$ cat config.mk
export PLATFORM = sky130hd
export DESIGN_NAME = source_recv_ctrl
export DESIGN_NICKNAME = d
export VERILOG_FILES = /design/src/rtl/source_recv_ctrl_pkg.sv /design/src/rtl/source_recv_ctrl.sv
export SDC_FILE = /design/constraint.sdc
export NUM_CORES = 1
export LEC_CHECK = 0
export CORE_MARGIN = 2
export CORE_UTILIZATION = 52
export CTS_CLUSTER_SIZE = 16
export DETAILED_ROUTE_END_ITERATION = 10
export GPL_TIMING_DRIVEN = 0
export PLACE_DENSITY = 0.93
export SYNTH_ARGS = -nofsm -noshare
export SYNTH_HDL_FRONTEND = slang
export SYNTH_SLANG_ARGS = --single-unit
$ cat constraint.sdc
create_clock -name clk -period 9.2 [get_ports clk]
set_input_delay 1.84 -clock clk [delete_from_list [all_inputs] [get_ports clk]]
set_output_delay 1.84 -clock clk [all_outputs]
set_load 0.05 [all_outputs]
$ cat src/rtl/source_recv_ctrl_pkg.sv
// Shared definitions for the source receive (fill) controller: FSM states,
// status codes exchanged with the send controller and the length check.
package source_recv_ctrl_pkg;

    localparam int ADDR_W    = 10;
    localparam int MAX_BYTES = 2048;

    typedef enum logic [2:0] {
        S_IDLE,
        S_FILL,
        S_DRAIN,
        S_REQ,
        S_WAIT_DONE,
        S_ERR
    } state_t;

    // Values reported on err
    localparam logic [3:0] ERR_IDLE = 4'd0;
    localparam logic [3:0] ERR_FILL = 4'd1;
    localparam logic [3:0] ERR_SEND = 4'd2;
    localparam logic [3:0] ERR_LEN  = 4'd3;

    // Values reported by the send controller on send_status
    localparam logic [3:0] SS_IDLE    = 4'd0;
    localparam logic [3:0] SS_WAITING = 4'd1;
    localparam logic [3:0] SS_SENDING = 4'd2;

    // A packet must be a non-zero, even number of bytes that fits the RAM.
    function automatic logic len_bad(input logic [31:0] len, input logic [31:0] max_bytes);
        return (len == 32'd0) || len[0] || (len > max_bytes);
    endfunction

endpackage

$ cat src/rtl/source_recv_ctrl.sv
// Fill stage of the source send path: copies a packet from the receive FIFO
// into the shared packet RAM, then hands it to the send controller and waits
// for the sender to go idle again.
module source_recv_ctrl
    import source_recv_ctrl_pkg::*;
#(
    parameter int ADDR_W    = source_recv_ctrl_pkg::ADDR_W,
    parameter int MAX_BYTES = source_recv_ctrl_pkg::MAX_BYTES
) (
    input  logic              clk,
    input  logic              rst,
    input  logic              start,
    input  logic [31:0]       pkt_length,
    input  logic              fifo_empty,
    output logic              fifo_rden,
    input  logic [15:0]       fifo_q,
    output logic              ram_wren,
    output logic [ADDR_W-1:0] ram_waddr,
    output logic [15:0]       ram_wdata,
    output logic              begin_send,
    output logic [31:0]       data_length,
    input  logic [3:0]        send_status,
    output logic              done,
    output logic [3:0]        err
);

    // Word counters are one bit wider than the address so a full RAM
    // (2^ADDR_W words) can be represented.
    localparam int CNT_W = ADDR_W + 1;
    localparam logic [CNT_W-1:0] CNT_ONE = CNT_W'(1);

    state_t             state_q, state_d;
    logic [31:0]        data_length_q, data_length_d;
    logic [CNT_W-1:0]   words_q, words_d;
    logic [CNT_W-1:0]   rd_cnt_q, rd_cnt_d;
    logic [CNT_W-1:0]   wr_cnt_q, wr_cnt_d;
    logic [3:0]         err_q, err_d;
    logic               begin_send_q, begin_send_d;
    logic               done_q, done_d;
    logic               rd_req;

    // Write-path pipeline registers
    logic               rd_vld_q;
    logic               ram_wren_q;
    logic [ADDR_W-1:0]  ram_waddr_q;
    logic [15:0]        ram_wdata_q;

    // FIFO is non-show-ahead: a read here returns data one cycle later.
    assign rd_req = (state_q == S_FILL) && !fifo_empty && (rd_cnt_q < words_q);

    // Next-state, counter and handshake logic
    always_comb begin
        state_d       = state_q;
        data_length_d = data_length_q;
        words_d       = words_q;
        rd_cnt_d      = rd_cnt_q;
        wr_cnt_d      = wr_cnt_q;
        err_d         = err_q;
        begin_send_d  = begin_send_q;
        done_d        = 1'b0;

        if (rd_req) begin
            rd_cnt_d = rd_cnt_q + CNT_ONE;
        end
        if (rd_vld_q) begin
            wr_cnt_d = wr_cnt_q + CNT_ONE;
        end

        case (state_q)
            S_IDLE: begin
                if (start) begin
                    data_length_d = pkt_length;
                    words_d       = pkt_length[CNT_W:1];
                    rd_cnt_d      = '0;
                    wr_cnt_d      = '0;
                    if (len_bad(pkt_length, 32'(MAX_BYTES))) begin
                        state_d = S_ERR;
                        err_d   = ERR_LEN;
                    end else begin
                        state_d = S_FILL;
                        err_d   = ERR_FILL;
                    end
                end
            end
            S_FILL: begin
                // Leave as soon as the last read is issued; the final write
                // is still in flight and is awaited in DRAIN.
                if (rd_req && ((rd_cnt_q + CNT_ONE) == words_q)) begin
                    state_d = S_DRAIN;
                end
            end
            S_DRAIN: begin
                // Nothing left in the write pipe: ram_wren is low from the
                // same edge that raises begin_send.
                if ((wr_cnt_q == words_q) && !rd_vld_q) begin
                    state_d      = S_REQ;
                    begin_send_d = 1'b1;
                    err_d        = ERR_SEND;
                end
            end
            S_REQ: begin
                // Drop the request as soon as the sender reports it is
                // sending so it falls back to idle instead of re-arming.
                if (send_status == SS_SENDING) begin
                    state_d      = S_WAIT_DONE;
                    begin_send_d = 1'b0;
                end
            end
            S_WAIT_DONE: begin
                if (send_status == SS_IDLE) begin
                    state_d = S_IDLE;
                    done_d  = 1'b1;
                    err_d   = ERR_IDLE;
                end
            end
            S_ERR: begin
                state_d = S_IDLE;
            end
            default: begin
                state_d = S_IDLE;
            end
        endcase
    end

    // Control state register
    always_ff @(posedge clk or posedge rst) begin
        if (rst) begin
            state_q       <= S_IDLE;
            data_length_q <= '0;
            words_q       <= '0;
            rd_cnt_q      <= '0;
            wr_cnt_q      <= '0;
            err_q         <= ERR_IDLE;
            begin_send_q  <= 1'b0;
            done_q        <= 1'b0;
        end else begin
            state_q       <= state_d;
            data_length_q <= data_length_d;
            words_q       <= words_d;
            rd_cnt_q      <= rd_cnt_d;
            wr_cnt_q      <= wr_cnt_d;
            err_q         <= err_d;
            begin_send_q  <= begin_send_d;
            done_q        <= done_d;
        end
    end

    // Write path: FIFO data arriving one cycle after a read is written to RAM
    always_ff @(posedge clk or posedge rst) begin
        if (rst) begin
            rd_vld_q    <= 1'b0;
            ram_wren_q  <= 1'b0;
            ram_waddr_q <= '0;
            ram_wdata_q <= '0;
        end else begin
            rd_vld_q   <= rd_req;
            ram_wren_q <= rd_vld_q;
            if (rd_vld_q) begin
                ram_wdata_q <= fifo_q;
                ram_waddr_q <= wr_cnt_q[ADDR_W-1:0];
            end
        end
    end

    assign fifo_rden   = rd_req;
    assign ram_wren    = ram_wren_q;
    assign ram_waddr   = ram_waddr_q;
    assign ram_wdata   = ram_wdata_q;
    assign begin_send  = begin_send_q;
    assign data_length = data_length_q;
    assign done        = done_q;
    assign err         = err_q;

endmodule

# Word-level counts from Yosys, hierarchy flattened
# Cells that the tools add are included.
[classes]
reduce_logical = 17
magnitude_cmp = 2
muxes = 23
eq_ne = 12
add_sub_neg = 2
[op_table]
columns = ["operator", "count"]
rows = [
  ["two-way mux 11 bit", 6],
  ["> comparator 32 x 12 -> 1 bit (second input constant)", 1],
  ["zero test 32 bit", 1],
  ["adder 11 x 1 -> 11 bit (second input constant)", 2],
  ["== test 11 bit", 2],
  ["two-way mux 3 bit", 6],
  ["case mux 3 bit (5 select lines)", 1],
  ["two-way mux 4 bit", 3],
  ["case mux 4 bit (3 select lines)", 1],
  ["< comparator 11 bit", 1],
  ["inequality test 2 bit (second input constant)", 4],
  ["== test 3 x 2 -> 1 bit (second input constant)", 2],
  ["AND reduction 5 bit", 1],
  ["== test 4 x 2 -> 1 bit (second input constant)", 1],
  ["logical AND 1 bit", 4],
  ["zero test 4 bit", 1],
  ["two-way mux 1 bit", 4],
  ["AND reduction 4 bit", 1],
  ["== test 3 x 1 -> 1 bit (second input constant)", 1],
  ["== test 3 bit (second input constant)", 1],
  ["zero test 3 bit", 1],
  ["AND reduction 3 bit", 1],
  ["nonzero test 3 bit", 1],
  ["zero test 1 bit", 2],
  ["6 further kinds", 7],
]
[totals]
regBits = 102
out_inout_bits = 66
wordCells = 68
input_bits = 56

# Longest topological paths before layout
[logic_depth]
word_depth = 6
ltp_mapped = 9

# Worst setup path before layout
# OpenSTA, ideal clock, no wires.
[synth_path]
kind = "input port to output port"
start = "input port fifo_empty"
end = "output port fifo_rden"
path_slack_ns = 4.342
t_required_ns = 7.360
stages = 3
arrival_ns = 3.018
cell_sequence = "nor4b_1 > o211ai_1 > nor2_1"
[synth_via]
elab_chain_cells = 3
[synth_lines]
columns = ["element", "line", "text"]
rows = [
  ["start, declared", "source_recv_ctrl.sv:14", "input logic fifo_empty,"],
  ["zero test 1 bit", "source_recv_ctrl.sv:49", "assign rd_req = (state_q == S_FILL) && !fifo_empty && (rd_cnt_q < words_q);"],
  ["logical AND 1 bit (2 in a row)", "source_recv_ctrl.sv:49", ""],
  ["end, declared", "source_recv_ctrl.sv:15", "output logic fifo_rden,"],
]
# No other way between the ends.

# Final worst setup path
# Same ends and word-level chain as after synthesis.

==> impl_summary.md <==
Status
The run finished with clean final reports.

Timing
The final setup violation count is 0. In the final timing run, aggregate negative setup slack is 0 ps. The max-slew violation count is 0.

The worst-case clock skew is 10.1 ps. The normalized max-slew margin is 0.536. Derived from the worst setup path, the maximum achievable clock frequency is 165 MHz. The portion of the clock cycle consumed by the worst path in the final layout is 0.660. Counting I/O delays and the setup requirement, the final critical path takes 6070 ps. Setup repair after global routing left no endpoint under its margin.

At the pin with the least slew margin, the transition time is 686 ps. The count of endpoints failing hold in the final timing report is 0.

Final layout
The synthesis-to-finish area growth is 35.9%. The filler cells instantiated in the layout total 564. The number of antenna diodes in the final layout is 0. The final-stage net count is around 600. Of the cells placed in the final design, the portion with a size suffix greater than 1 is 0.154.

Setup path
The cell at the slowest stage of the critical path is sky130_fd_sc_hd__clkdlybuf4s50_1. The most common cell type on the critical path is sky130_fd_sc_hd__clkdlybuf4s50_1. Walking the worst path, the cells encountered are clkdlybuf4s50_1, nor4b_1, o211ai_1, nor2_1, clkdlybuf4s50_1. The data required time of the critical path is 7360 ps. The path type of the worst setup path is in2out.

Together, buffers and inverters on the worst path number 2. The largest single stage delay on the critical path is 910 ps. The worst setup path is captured at a primary output. On the critical path the largest part of the delay comes from buffers and inverters.

The worst setup path is launched from an input pin. The highest net fanout along the worst path is 5. STA puts the critical path data arrival time at between 4000 and 5000 ps.

Synth
The average cell area after synthesis is 11.4 sq um. The number of warnings reported in the yosys synthesis log is 0. In this run the cell area of the synthesized design comes to between 4000 and 5000 sq um.

The sequential cell area fraction in the yosys report is 0.493. The flip-flop cell with the highest count after synthesis is sky130_fd_sc_hd__dfrtp_1. In this run, synthesis produced a sequential element count of 89. The number of enable-type register cells in the synthesized netlist is 0.

The number of different library cells used by synthesis comes to 45. Counting every instance in the synthesized netlist gives 396. The async set or reset register ratio after synthesis is 1.00.

Clock tree
The later pin in the worst-skew pair is clocked with a latency of between 300 and 400 ps. The tree built by TritonCTS fans out to 89 sinks. The number of hold buffers added after CTS was 0. The clock tree synthesis step divided the H-tree into 3 levels. The post-cts repair resize count is 0. Clock-pin slew was measured on the worst setup and hold paths at 90 ps. The post-CTS setup-driven buffer insertion count is 0. The number of buffers created by CTS is 9. The CTS tree is done. In this run the clock root is driven by a sky130_fd_sc_hd__clkbuf_8.

The maximum clock path buffer count is 2.

Floorplanning
The floorplan die area is ~9400 sq um. For this configuration, the core starts out at a cell density of 0.544. The core footprint is 8300 sq um. From left edge to right edge, the die measures just under 100 microns. The site row count is 33.

The I/O pin total is around 120. The die is between 90 and 100 microns tall.

Hold path
The worst min-delay path class is reg2reg.

Global routing
The first global-routing pass estimated about 18000 microns of wire. The overall global routing resource usage is 0.245. The number of antenna violations at the first check in global routing is 0. The maximum number of pins on one net before global-route repair is 66. The via count of the first global-routing pass is around 3800. The total overflow left after global routing is 0.

Detailed routing
Once detail routing completed, the nets flagged for antenna violations numbered 0. The total vias in the final route is around 3600. The detailed-route vias per instance is approximately 5.6. The number of violations reported at the end of detailed-routing iteration 0 is 161. The per-cell routed wire length is 17.6 microns. Before antenna repair, the detailed router went through 4 iterations. The total wire length after detailed routing is 11200 microns. In the routed design, unresolved DRC markers number 0.

Placed design
At the end of routability-driven placement, the weighted congestion stood at about 0.91. The count of port buffers added during placement is 119. The detailed placer's ending HPWL is ~8300 microns.

Power and ir drop
The analysis attributes to cell leakage a power of 0.00267 uW. VDD sags by at most approximately 240 uV. After layout, the design draws a total of 2260 uW. The power density over cell area is around 370 nW/um^2.

Flow run
Max-cap violations in this run came to 0.
[cells in the mapped netlist, types with 3 or more instances]
| cell type | count | share of area |
|---|---|---|
| sky130_fd_sc_hd__a21oi_1 | 10 | 0.011 |
| sky130_fd_sc_hd__and3_1 | 3 | 0.0042 |
| sky130_fd_sc_hd__buf_2 | 5 | 0.0055 |
| sky130_fd_sc_hd__buf_4 | 3 | 0.0050 |
| sky130_fd_sc_hd__buf_6 | 5 | 0.012 |
| sky130_fd_sc_hd__clkbuf_1 | 10 | 0.0083 |
| sky130_fd_sc_hd__dfrtp_1 | 89 | 0.49 |
| sky130_fd_sc_hd__ha_1 | 13 | 0.036 |
| sky130_fd_sc_hd__inv_1 | 19 | 0.016 |
| sky130_fd_sc_hd__mux2_2 | 26 | 0.065 |
| sky130_fd_sc_hd__mux2_4 | 22 | 0.073 |
| sky130_fd_sc_hd__nand2_1 | 27 | 0.022 |
| sky130_fd_sc_hd__nand3_1 | 7 | 0.0078 |
| sky130_fd_sc_hd__nand4_1 | 10 | 0.014 |
| sky130_fd_sc_hd__nor2_1 | 32 | 0.027 |
| sky130_fd_sc_hd__nor3_1 | 11 | 0.012 |
| sky130_fd_sc_hd__nor4_1 | 10 | 0.014 |
| sky130_fd_sc_hd__o21ai_0 | 3 | 0.0033 |
| sky130_fd_sc_hd__o21ai_1 | 10 | 0.011 |
| sky130_fd_sc_hd__xnor2_1 | 25 | 0.048 |
| sky130_fd_sc_hd__xor2_1 | 21 | 0.041 |
[where the power goes]
part | internal (uW) | switching (uW) | leakage [uW]
sequential | 532 | 120 | 0.00111
clock | 210 | 147 | 0.000129
combinational | 493 | 756 | 0.00142
[flip-flops by register name, summed over array words and instances (netlist names)]
| name | cells |
|---|---|
| data_length | 32 |
| ram_wdata | 16 |
| rd_cnt_q | 11 |
| wr_cnt_q | 11 |
| ram_waddr | 10 |
| state_q | 3 |
| err | 2 |
| begin_send | 1 |
| done | 1 |
| ram_wren | 1 |
| rd_vld_q | 1 |
[cell type report]
type / count / area [sq um] / area share
inverters: 19 / 73.8 / 0.0120
well taps: 105 / 131 / 0.0214
clock buffers: 10 / 128 / 0.0208
clock inverters: 6 / 139 / 0.0226
repair buffers: 120 / 1220 / 0.199
flip-flops and latches: 89 / 2230 / 0.363
multi-input cells: 265 / 2070 / 0.338
plain buffers: 24 / 146 / 0.0238
[worst register-to-register path, cell delays in order (launching register included)]
cell	delay [ps]
sky130_fd_sc_hd__dfrtp_1	500
sky130_fd_sc_hd__inv_1	110
sky130_fd_sc_hd__ha_1	320
sky130_fd_sc_hd__a211oi_1	240
sky130_fd_sc_hd__nor2_1	80
sky130_fd_sc_hd__o31a_1	290
sky130_fd_sc_hd__nor2_1	440
sky130_fd_sc_hd__nand4_1	330
sky130_fd_sc_hd__o211a_1	210
[kinds of logic (layout without fill, tap and decap cells)]
family,Yosys count,in the layout,synth area share
buf+inv,43,179,0.0482
simple gates,115,115,0.132
other cells,1,2,0.000830
xor+xnor,46,46,0.0892
mux,50,50,0.142
fa+ha+maj,13,13,0.0360
compound gates,39,39,0.0582
flops,89,89,0.493
[per-stage QoR]
step                instance area, sq um  setup WS (ps)  utilization  instances  hold WS [ps]
CTS                                 6140           3150        0.740        638           418
global route                        6140           3100        0.740        638           427
detailed placement                  5870           3250        0.708        622           392
global placement                    5840           3290        0.704        621           387
floorplan                           4520           4340            -        397           352
finish                              6140           3130        0.740        638           418
[routing by layer]
| layer | part of all wire | wire length, microns | track usage | vias to the layer above |
|---|---|---|---|---|
| met5 | 0 | 0 | 0 | - |
| met4 | 0.033 | 373 | 0.121 | 0 |
| met3 | 0.053 | 593 | 0.0388 | 28 |
| met2 | 0.51 | 5730 | 0.424 | 142 |
| met1 | 0.40 | 4520 | 0.297 | 1781 |
| li1 | - | - | - | 1628 |
[cells in the final DEF (no fill, tap or decap), types with 11 or more instances in the layout]
cell type and count:
sky130_fd_sc_hd__xor2_1 21, sky130_fd_sc_hd__clkbuf_1 11, sky130_fd_sc_hd__inv_1 18, sky130_fd_sc_hd__mux2_4 22
sky130_fd_sc_hd__nor3_1 11, sky130_fd_sc_hd__dfrtp_1 89, sky130_fd_sc_hd__xnor2_1 25, sky130_fd_sc_hd__ha_1 13
sky130_fd_sc_hd__nand2_1 27, sky130_fd_sc_hd__mux2_2 26, sky130_fd_sc_hd__clkdlybuf4s50_1 119, sky130_fd_sc_hd__nor2_1 32
[path summary, 6_finish.rpt]
check	startpoint	end	slack, ps	depth (start not counted)
worst max-delay path	fifo_empty	fifo_rden	3130	5
worst min-delay path	rd_vld_q	ram_wren	420	0
worst max register to register	data_length[5]	state_q[0]	6580	8
worst min register to register	rd_vld_q	ram_wren	420	0
max in group asynchronous	rst	ram_wdata[0]	6800	3
min in group asynchronous	rst	rd_cnt_q[1]	1790	2
No activity file was read; power rests on OpenSTA's default activity.
